$ cat src/rtl/multicycle_ctrl.sv
// Multicycle control unit for the RV32 subset datapath: sequences fetch/decode/execute/mem/write-back
// with configurable memory wait states and decodes the latched instruction fields into datapath controls.
module multicycle_ctrl #(
  parameter int MEM_WAIT  = 0,
  parameter int ALU_CMD_W = 4
) (
  input  logic                 clk,
  input  logic                 rst_n,
  input  logic [6:0]           opcode,
  input  logic [2:0]           funct3,
  input  logic                 funct7b5,
  input  logic [3:0]           alu_flags,
  output logic                 ir_we,
  output logic                 pc_we,
  output logic [1:0]           pc_src,
  output logic                 alu_src,
  output logic [1:0]           rf_src,
  output logic                 rf_we,
  output logic                 d_mem_we,
  output logic                 d_mem_re,
  output logic [ALU_CMD_W-1:0] alu_cmd,
  output logic [2:0]           state,
  output logic                 illegal
);

  // state      | meaning
  // S_IDLE     | one cycle after reset before the first fetch
  // S_FETCH    | instruction memory access, MEM_WAIT+1 cycles
  // S_DECODE   | latch opcode/funct fields, trap on unknown opcode
  // S_EXECUTE  | ALU operation, branch condition captured
  // S_MEM      | data memory access, MEM_WAIT+1 cycles
  // S_WB       | PC and register file update
  // S_TRAP     | illegal opcode, held until reset
  typedef enum logic [2:0] {
    S_IDLE    = 3'd0,
    S_FETCH   = 3'd1,
    S_DECODE  = 3'd2,
    S_EXECUTE = 3'd3,
    S_MEM     = 3'd4,
    S_WB      = 3'd5,
    S_TRAP    = 3'd6
  } state_t;

  localparam logic [6:0] OP_R     = 7'b0110011;
  localparam logic [6:0] OP_I     = 7'b0010011;
  localparam logic [6:0] OP_LOAD  = 7'b0000011;
  localparam logic [6:0] OP_STORE = 7'b0100011;
  localparam logic [6:0] OP_BR    = 7'b1100011;
  localparam logic [6:0] OP_JAL   = 7'b1101111;

  localparam logic [2:0] WAIT_LAST = 3'(MEM_WAIT);

  localparam logic [2:0] CMD_ADD = 3'd0;
  localparam logic [2:0] CMD_SUB = 3'd1;
  localparam logic [2:0] CMD_AND = 3'd2;
  localparam logic [2:0] CMD_OR  = 3'd3;
  localparam logic [2:0] CMD_XOR = 3'd4;
  localparam logic [2:0] CMD_SLT = 3'd5;

  state_t     state_q, state_d;
  logic [2:0] wait_q, wait_d;
  logic [6:0] op_q;
  logic [2:0] f3_q;
  logic       f7_q;
  logic       taken_q;
  logic [2:0] cmd;
  logic       unused_flags;

  assign unused_flags = ^alu_flags[3:1];

  function automatic logic [2:0] alu_map(input logic [2:0] f3, input logic sub_en);
    case (f3)
      3'b000:  alu_map = sub_en ? CMD_SUB : CMD_ADD;
      3'b111:  alu_map = CMD_AND;
      3'b110:  alu_map = CMD_OR;
      3'b100:  alu_map = CMD_XOR;
      3'b010:  alu_map = CMD_SLT;
      default: alu_map = CMD_ADD;
    endcase
  endfunction

  function automatic logic op_legal(input logic [6:0] op);
    op_legal = (op == OP_R) || (op == OP_I) || (op == OP_LOAD) ||
               (op == OP_STORE) || (op == OP_BR) || (op == OP_JAL);
  endfunction

  always_ff @(posedge clk or negedge rst_n) begin
    if (!rst_n) begin
      state_q <= S_IDLE;
      wait_q  <= 3'd0;
      op_q    <= 7'd0;
      f3_q    <= 3'd0;
      f7_q    <= 1'b0;
      taken_q <= 1'b0;
    end else begin
      state_q <= state_d;
      wait_q  <= wait_d;
      if (state_q == S_DECODE) begin
        op_q <= opcode;
        f3_q <= funct3;
        f7_q <= funct7b5;
      end
      if (state_q == S_EXECUTE) begin
        taken_q <= (op_q == OP_BR) &&
                   (((f3_q == 3'b000) && alu_flags[0]) ||
                    ((f3_q == 3'b001) && !alu_flags[0]));
      end
    end
  end

  // Next state; the wait counter only advances while a memory phase is still in progress.
  always_comb begin
    state_d = state_q;
    wait_d  = 3'd0;
    case (state_q)
      S_IDLE:   state_d = S_FETCH;
      S_FETCH: begin
        if (wait_q == WAIT_LAST) state_d = S_DECODE;
        else                     wait_d  = wait_q + 3'd1;
      end
      S_DECODE: state_d = op_legal(opcode) ? S_EXECUTE : S_TRAP;
      S_EXECUTE: begin
        if ((op_q == OP_LOAD) || (op_q == OP_STORE)) state_d = S_MEM;
        else                                         state_d = S_WB;
      end
      S_MEM: begin
        if (wait_q == WAIT_LAST) state_d = S_WB;
        else                     wait_d  = wait_q + 3'd1;
      end
      S_WB:     state_d = S_FETCH;
      S_TRAP:   state_d = S_TRAP;
      default:  state_d = S_IDLE;
    endcase
  end

  always_comb begin
    ir_we    = 1'b0;
    pc_we    = 1'b0;
    pc_src   = 2'd0;
    alu_src  = 1'b0;
    rf_src   = 2'd0;
    rf_we    = 1'b0;
    d_mem_we = 1'b0;
    d_mem_re = 1'b0;
    illegal  = 1'b0;
    cmd      = CMD_ADD;
    case (state_q)
      S_FETCH: ir_we = (wait_q == WAIT_LAST);
      S_EXECUTE: begin
        case (op_q)
          OP_R:                     cmd = alu_map(f3_q, f7_q);
          OP_I: begin
            cmd     = alu_map(f3_q, 1'b0);
            alu_src = 1'b1;
          end
          OP_LOAD, OP_STORE, OP_JAL: alu_src = 1'b1;
          OP_BR:                    cmd = CMD_SUB;
          default:                  cmd = CMD_ADD;
        endcase
      end
      S_MEM: begin
        alu_src  = 1'b1;
        d_mem_re = (op_q == OP_LOAD);
        d_mem_we = (op_q == OP_STORE) && (wait_q == WAIT_LAST);
      end
      S_WB: begin
        pc_we = 1'b1;
        if (op_q == OP_JAL)  pc_src = 2'd2;
        else if (taken_q)    pc_src = 2'd1;
        rf_we = (op_q == OP_R) || (op_q == OP_I) || (op_q == OP_LOAD) || (op_q == OP_JAL);
        if (op_q == OP_LOAD)     rf_src = 2'd1;
        else if (op_q == OP_JAL) rf_src = 2'd2;
      end
      S_TRAP: illegal = 1'b1;
      default: ;
    endcase
  end

  assign alu_cmd = {{(ALU_CMD_W-3){1'b0}}, cmd};
  assign state   = state_q;

endmodule

$ cat config.mk
export PLATFORM = sky130hd
export DESIGN_NAME = multicycle_ctrl
export DESIGN_NICKNAME = d
export VERILOG_FILES = /design/src/rtl/multicycle_ctrl.sv
export SDC_FILE = /design/constraint.sdc
export NUM_CORES = 1
export LEC_CHECK = 0
export BUFFER_PORTS_ARGS = -buffer_cell sky130_fd_sc_hd__buf_2
export CORE_MARGIN = 1.5
export CORE_UTILIZATION = 25
export CTS_BUF_LIST = sky130_fd_sc_hd__clkbuf_8
export DETAILED_ROUTE_END_ITERATION = 8
export GPL_TIMING_DRIVEN = 0
export SYNTH_ARGS = -nofsm -noshare
export SYNTH_HDL_FRONTEND = slang
export SYNTH_SLANG_ARGS = --single-unit
$ cat constraint.sdc
create_clock -name clk -period 1.9 [get_ports clk]
set_clock_uncertainty 0.05 [all_clocks]
set_input_delay 0.095 -clock clk [delete_from_list [all_inputs] [get_ports clk]]
set_output_delay 0.095 -clock clk [all_outputs]
set_load 0.05 [all_outputs]
==> load_flow_metrics.sql, run 1 <==
INSERT INTO impl_metrics (metric_group, metric, value, unit) VALUES
('critical_path', 'timing.critical_path.arrival', '2.03', 'ns'),
('route', 'vias', '908', ''),
('power', 'p_per_area', '1455', 'nW/um2'),
('critical_path', 'crit_path_max_fanout', '3', ''),
('logic_synthesis', 'synth.ff_latch_count', '18', ''),
('global_routing', 'first_pass_grt_wire_length', '4.126', 'mm'),
('logic_synthesis', 'post-synth-top-area-cell', 'sky130_fd_sc_hd__dfrtp_1', ''),
('logic_synthesis', 'synth_ff_type', 'sky130_fd_sc_hd__dfrtp_1', ''),
('timing', 'setup_violations', '5', ''),
('clocking', 'clock_tree.htree_level_count', '1', ''),
('logic_synthesis', 'yosysWarningCount', '0', ''),
('clocking', 'clock_sink_count', '18', ''),
('die', 'initial_utilization', '26.64', '%'),
('outcome', 'run_status', 'finished with violations', ''),
('clocking', 'clock_tree_from_tritoncts', 'built', ''),
('logic_synthesis', 'synth_async_sr_flop_share', '100.0', '%'),
('route', 'detail_route.drc_violations', '0', ''),
('die', 'die_y', '66.40', 'um'),
('global_routing', 'globalRouteTotalUtil', '12.05', '%'),
('logic_synthesis', 'synth_cell_types', '34', ''),
('route', 'avgViaCountPerCell', '4.680', ''),
('final_layout', 'insertedDiodeCount', '0', ''),
('power', 'cellLeakagePower', '0.6764', 'nW'),
('logic_synthesis', 'synth_enable_flop_cells', '0', ''),
('die', 'design.core.area', '3771', 'um2'),
('placement', 'pre_cts_ws', '-0.2212', 'ns'),
('logic_synthesis', 'biggest_area_contributors_in_the_synthesized_netlist', 'sky130_fd_sc_hd__dfrtp_1 (45%), sky130_fd_sc_hd__mux2_2 (12%), sky130_fd_sc_hd__nor2_1 (3.7%)', ''),
('global_routing', 'grt-ovfl-total', '0', ''),
('clocking', 'numCtsBuffers', '3', ''),
('timing', 'postLayoutSetupSlackWorst', '-0.2733', 'ns'),
('die', 'std_cell_rows', '22', ''),
('critical_path', 'worstPathRequired', '1.75', 'ns'),
('clocking', 'cts_max_path_buffers', '2', ''),
('route', 'wl_per_cell', '12.95', 'um'),
('run', 'drv_cap', '0', ''),
('logic_synthesis', 'synth.most_common_cell', 'sky130_fd_sc_hd__dfrtp_1', ''),
('route', 'antenna_violating_nets_post_route', '0', ''),
('final_layout', 'layout-drive-gt1-share', '56.85', '%'),
('die', 'dieArea', '4408', 'um2'),
('final_layout', 'nets', '166', ''),
('final_layout', 'area_growth', '51.81', '%'),
('route', 'firstDrtPassIters', '4', ''),
('timing', 'rsz0062_at_grt', 'true', ''),
('clocking', 'worst_setup_hold_path_clk_slew', '0.07', 'ns'),
('final_layout', 'final-instance-count-excl-fill', '194', ''),
('logic_synthesis', 'mean_syn_cell_area', '9.661', 'um2'),
('power', 'power.ir.vdd_worst', '0.7748', 'mV'),
('global_routing', 'grt_pass1_vias', '915', ''),
('timing', 'slew_viol_final', '0', ''),
('outcome', 'violations', 'setup timing', ''),
('die', 'die_w', '66.40', 'um'),
('route', 'drt-initial-drc-count', '19', ''),
('timing', 'layout_worst_path_cycle_share', '114.4', '%'),
('timing', 'post-route-min-period', '2.173', 'ns'),
('placement', 'buffer_ports.inserted', '30', ''),
('logic_synthesis', 'syn_area', '1005', 'um2'),
('global_routing', 'grt_antenna_before_repair', '0', ''),
('critical_path', 'timing_worst_setup_path_type', 'reg -> out', ''),
('route', 'drt-total-wl', '2.512', 'mm'),
('logic_synthesis', 'mappedNetlistNets', '123', ''),
('placement', 'routabilityCongestion', '0.7144', ''),
('critical_path', 'critPathCaptureType', 'output pin', ''),
('logic_synthesis', 'synthTopCellsByCount', 'sky130_fd_sc_hd__dfrtp_1 (18), sky130_fd_sc_hd__mux2_2 (11), sky130_fd_sc_hd__nor2_1 (10), sky130_fd_sc_hd__nand2_1 (8), sky130_fd_sc_hd__inv_1 (7)', ''),
('clocking', 'clock-root-buffer', 'sky130_fd_sc_hd__clkbuf_8', ''),
('placement', 'detailed_place_hpwl', '1.973', 'mm'),
('die', 'io-pin-count', '35', ''),
('timing', 'max_freq', '0.4601', 'GHz'),
('logic_synthesis', 'ys_seq_area_share', '44.83', '%'),
('clocking', 'clk-insertion-delay-late', '0.25', 'ns'),
('timing', 'finalHoldViolCount', '0', ''),
('logic_synthesis', 'syn_inst', '104', ''),
('logic_synthesis', 'synth.top_cell.area_share', '44.83', '%'),
('placement', 'placed_cells_incl_taps', '182', ''),
('worst_hold_path', 'hold_path.class', 'in -> reg', ''),
('critical_path', 'cp-start-kind', 'register', ''),
('global_routing', 'grt_max_degree', '19', '');
==> path summary, 6_finish.rpt <==
kind,from,end,slack [ns],cells after the start
worst max-delay path,op_q[1],alu_cmd[0],-0.27,5
worst min-delay path,funct7b5,f7_q,0.02,2
worst max register to register,state[0],op_q[2],0.13,6
worst min register to register,taken_q,taken_q,0.47,2
max in group asynchronous,rst_n,op_q[4],1.24,2
min in group asynchronous,rst_n,op_q[3],0.25,2
==> cell families (layout without fill, tap and decap cells) <==
logic type / after synthesis / after routing / share of synthesized area (%)
compound gates: 13 / 13 / 8.220
xor+xnor: 3 / 3 / 2.616
fa+ha+maj: 2 / 2 / 2.490
buf+inv: 12 / 54 / 5.106
flops: 18 / 18 / 44.83
mux: 12 / 12 / 13.33
other cells: 1 / 1 / 0.3732
simple gates: 43 / 43 / 23.04
==> final cells by class <==
cell class	instances	area, um2
Fill cell	374	2246
Multi-Input combinational cell	74	640.6
Sequential cell	18	456.7
Timing Repair Buffer	40	275.3
Tap cell	48	60.06
Clock buffer	3	41.29
Inverter	7	30.03
Buffer	3	17.52
Clock inverter	1	3.754
==> layer usage <==
metal,part of all wire (%),track usage (%)
met5,0,0
met4,0.64,2.296
met3,4.9,2.896
met2,50,20.88
met1,45,15.20
==> flip-flops by register name (all words and copies together) (netlist names) <==
name	flops
f3_q	3
f7_q	1
op_q	7
state	3
taken_q	1
wait_q	3
==> report_power, final <==
part | leakage (nW) | internal (W) | switching [W]
Combinational | 0.435 | 0.000492 | 0.000682
Sequential | 0.215 | 0.000552 | 0.000217
Clock | 0.0269 | 0.000144 | 0.000132
Total | 0.676 | 0.00119 | 0.00103
==> cells in the final DEF, fill, tap and decap left out, types with 2 or more instances in the layout <==
cell	Yosys	final
sky130_fd_sc_hd__nor2_1	10	8
sky130_fd_sc_hd__xnor2_1	3	3
sky130_fd_sc_hd__o21ai_0	4	3
sky130_fd_sc_hd__nand2_1	8	7
sky130_fd_sc_hd__buf_6	0	6
sky130_fd_sc_hd__clkbuf_4	0	4
sky130_fd_sc_hd__clkbuf_8	0	3
sky130_fd_sc_hd__inv_1	7	7
sky130_fd_sc_hd__nor2_2	0	2
sky130_fd_sc_hd__nor4_4	0	4
sky130_fd_sc_hd__ha_1	2	2
sky130_fd_sc_hd__nand2b_1	3	2
sky130_fd_sc_hd__buf_4	1	10
sky130_fd_sc_hd__nand4_1	2	2
sky130_fd_sc_hd__dfrtp_1	18	13
sky130_fd_sc_hd__dfrtp_2	0	5
sky130_fd_sc_hd__mux2_2	11	11
sky130_fd_sc_hd__buf_2	1	21
sky130_fd_sc_hd__and3_1	3	2
==> metrics by stage <==
step | area [um2] | hold WS [ns] | power [W] | util (%) | TNS, ns
after global routing | 1525 | 0.01776 | 0.002362 | 40.44 | -1.154
after CTS | 1464 | 0.01909 | 0.002130 | 38.82 | -0.9400
final | 1525 | 0.02064 | 0.002219 | 40.44 | -0.5582
after detailed placement | 1349 | 0.007142 | 0.001809 | 35.77 | -0.2505
after global placement | 1349 | -0.001832 | 0.001770 | 35.77 | -0.2150
after floorplan | 1139 | -0.2506 | 0.001576 | - | -0.08515
==> timing repair <==
| item | in CTS | in global routing |
|---|---|---|
| endpoints found under the setup margin | 11 | 12 |
| gates resized for setup | 12 | 9 |
| hold buffers | 1 | 0 |
| buffers inserted | 4 | 5 |
| hold endpoints to repair | 18 | 0 |
| pin swaps | 2 | 3 |
==> worst max-delay path, cell delays in order (launching register included) <==
cell and delay, ns:
sky130_fd_sc_hd__dfrtp_1 0.39, sky130_fd_sc_hd__nand2_2 0.08, sky130_fd_sc_hd__or4_4 0.49, sky130_fd_sc_hd__or4b_4 0.50
sky130_fd_sc_hd__a21oi_4 0.14, sky130_fd_sc_hd__buf_6 0.17
(Power assumes the default switching activity.)
==> run 2, diff against run 1 <==
==> constraint.sdc (replaced) <==
create_clock -name clk -period 2.6 [get_ports clk]
set_clock_uncertainty 0.05 [all_clocks]
set_input_delay 0.52 -clock clk [delete_from_list [all_inputs] [get_ports clk]]
set_output_delay 0.52 -clock clk [all_outputs]
set_load 0.05 [all_outputs]
==> run 2 against run 1 <==
Effect of this change:
- the run still ends with setup timing left
- sequential share of layout area increased by 3.3 points
- critical path type unchanged
- register-to-register slack better by 0.72 ns
- critical path depth is the same
- wire length shrank 2.6%
- combinational power decreased by 37%
==> load_flow_metrics.sql, run 2 (synthesized netlist as in run 1, its figures left out) <==
INSERT INTO impl_metrics (metric_group, metric, value, unit) VALUES
('global_routing', 'grt_antenna_before_repair', '0', ''),
('critical_path', 'crit_path_max_fanout', '3', ''),
('route', 'drt-total-wl', '2.446', 'mm'),
('critical_path', 'timing.critical_path.arrival', '2.06', 'ns'),
('global_routing', 'grt_pass1_vias', '896', ''),
('clocking', 'clock-root-buffer', 'sky130_fd_sc_hd__clkbuf_8', ''),
('critical_path', 'timing_worst_setup_path_type', 'reg -> out', ''),
('final_layout', 'layout.cell_area.non_filler', '1354', 'um2'),
('timing', 'finalHoldViolCount', '0', ''),
('placement', 'detailed_place.area', '1254', 'um2'),
('timing', 'post-route-min-period', '2.626', 'ns'),
('route', 'wl_per_cell', '13.08', 'um'),
('timing', 'rsz0062_at_grt', 'true', ''),
('timing', 'max_freq', '0.3808', 'GHz'),
('outcome', 'violations', 'setup timing', ''),
('critical_path', 'critPathCaptureType', 'output pin', ''),
('run', 'drv_cap', '0', ''),
('timing', 'slew_viol_final', '0', ''),
('clocking', 'clock_tree_from_tritoncts', 'built', ''),
('die', 'std_cell_rows', '22', ''),
('worst_hold_path', 'hold_path.class', 'in -> async', ''),
('power', 'p_per_area', '1080', 'nW/um2'),
('timing', 'postLayoutSetupSlackWorst', '-0.02580', 'ns'),
('route', 'vias', '885', ''),
('die', 'dieArea', '4408', 'um2'),
('die', 'die_y', '66.40', 'um'),
('global_routing', 'first_pass_grt_wire_length', '4.077', 'mm'),
('final_layout', 'final_common_cell', 'sky130_fd_sc_hd__buf_2', ''),
('die', 'design.core.area', '3771', 'um2'),
('power', 'cellLeakagePower', '0.6109', 'nW'),
('global_routing', 'grt_max_degree', '19', ''),
('placement', 'detailed_place_hpwl', '1.903', 'mm'),
('die', 'io-pin-count', '35', ''),
('final_layout', 'area_growth', '34.74', '%'),
('global_routing', 'grt-ovfl-total', '0', ''),
('clocking', 'cts_hold_buffers', '0', ''),
('power', 'power.ir.vdd_worst', '0.4814', 'mV'),
('die', 'die_w', '66.40', 'um'),
('outcome', 'run_status', 'finished with violations', ''),
('route', 'avgViaCountPerCell', '4.733', ''),
('final_layout', 'largest_register_ffs', '7', ''),
('route', 'drt-initial-drc-count', '22', ''),
('critical_path', 'worstPathRequired', '2.03', 'ns'),
('placement', 'buffer_ports.inserted', '30', ''),
('final_layout', 'nets', '160', ''),
('timing', 'setup_violations', '1', ''),
('clocking', 'cts_max_path_buffers', '2', ''),
('final_layout', 'layout-drive-gt1-share', '47.48', '%'),
('placement', 'routabilityCongestion', '0.7388', ''),
('global_routing', 'globalRouteTotalUtil', '12.26', '%'),
('clocking', 'clock_sink_count', '18', ''),
('route', 'firstDrtPassIters', '4', ''),
('clocking', 'clock_tree.htree_level_count', '1', ''),
('final_layout', 'layout.cells.most_common_list', 'sky130_fd_sc_hd__buf_2 (28), sky130_fd_sc_hd__dfrtp_1 (18), sky130_fd_sc_hd__mux2_2 (11)', ''),
('critical_path', 'cp-start-kind', 'register', ''),
('final_layout', 'insertedDiodeCount', '0', ''),
('final_layout', 'largest_register', 'op_q', ''),
('clocking', 'clk-insertion-delay-late', '0.25', 'ns'),
('clocking', 'worst_setup_hold_path_clk_slew', '0.07', 'ns'),
('route', 'detail_route.drc_violations', '0', ''),
('die', 'initial_utilization', '26.64', '%'),
('timing', 'holdWs', '0.1428', 'ns'),
('timing', 'layout_worst_path_cycle_share', '101.0', '%'),
('clocking', 'numCtsBuffers', '3', ''),
('route', 'antenna_violating_nets_post_route', '0', '');
run 2: worst max-delay path, cell delays in order (launching register included):
cell and delay (ns):
sky130_fd_sc_hd__dfrtp_1 0.38, sky130_fd_sc_hd__nand2_2 0.07, sky130_fd_sc_hd__or4_4 0.52, sky130_fd_sc_hd__or4b_4 0.51
sky130_fd_sc_hd__a21oi_4 0.14, sky130_fd_sc_hd__buf_6 0.17
run 2: final timing paths:
kind	start	slack (ns)	to	cells past startpoint
max in group asynchronous	rst_n	2.06	wait_q[2]	1
max reg2reg	state[0]	0.85	op_q[2]	6
min in group clk	taken_q	0.44	taken_q	2
max	op_q[1]	-0.03	alu_cmd[0]	5
min	rst_n	0.14	op_q[5]	1
min reg2reg	taken_q	0.44	taken_q	2
run 2: where the power goes:
group / leakage, nW / switching, W / total [W] / internal [W]
sequential: 0.220 / 0.000136 / 0.000531 / 0.000395
combinational: 0.369 / 0.000449 / 0.000734 / 0.000285
clock: 0.0216 / 0.0000942 / 0.000197 / 0.000103
total: 0.611 / 0.000679 / 0.00146 / 0.000783
run 2: area by class of cell:
class / count / area (um2)
sequential: 18 / 450.4
fill: 386 / 2417
timing repair buffer: 33 / 183.9
inverter: 7 / 30.03
multi-input combinational: 74 / 566.8
clock buffer: 3 / 41.29
buffer: 4 / 21.27
tap: 48 / 60.06
run 2: repair_timing:
item / in CTS / in global routing
setup endpoints to repair: 1 / 6
pin swaps: 4 / 0
buffers inserted: 3 / 0
resized for setup: 4 / 7
run 2: metal layers:
| layer | share of wire [%] | GRT usage (%) |
|---|---|---|
| met5 | 0 | 0 |
| met3 | 6.6 | 2.555 |
| met4 | 1.0 | 3.827 |
| met1 | 45 | 16.21 |
| met2 | 47 | 19.88 |
run 2: through the flow:
stage / instances / setup TNS (ns) / power [W] / setup WS, ns / util, %
2_1_floorplan: 104 / -1.012 / 0.001061 / -0.2409 / -
3_3_place_gp: 182 / 0 / 0.001201 / 0.07585 / 33.24
3_5_place_dp: 182 / 0 / 0.001220 / 0.05412 / 33.24
4_1_cts: 188 / -0.03234 / 0.001447 / -0.03234 / 35.30
5_1_grt: 187 / -0.08774 / 0.001571 / -0.07888 / 35.90
6_report: 187 / -0.02580 / 0.001462 / -0.02580 / 35.90
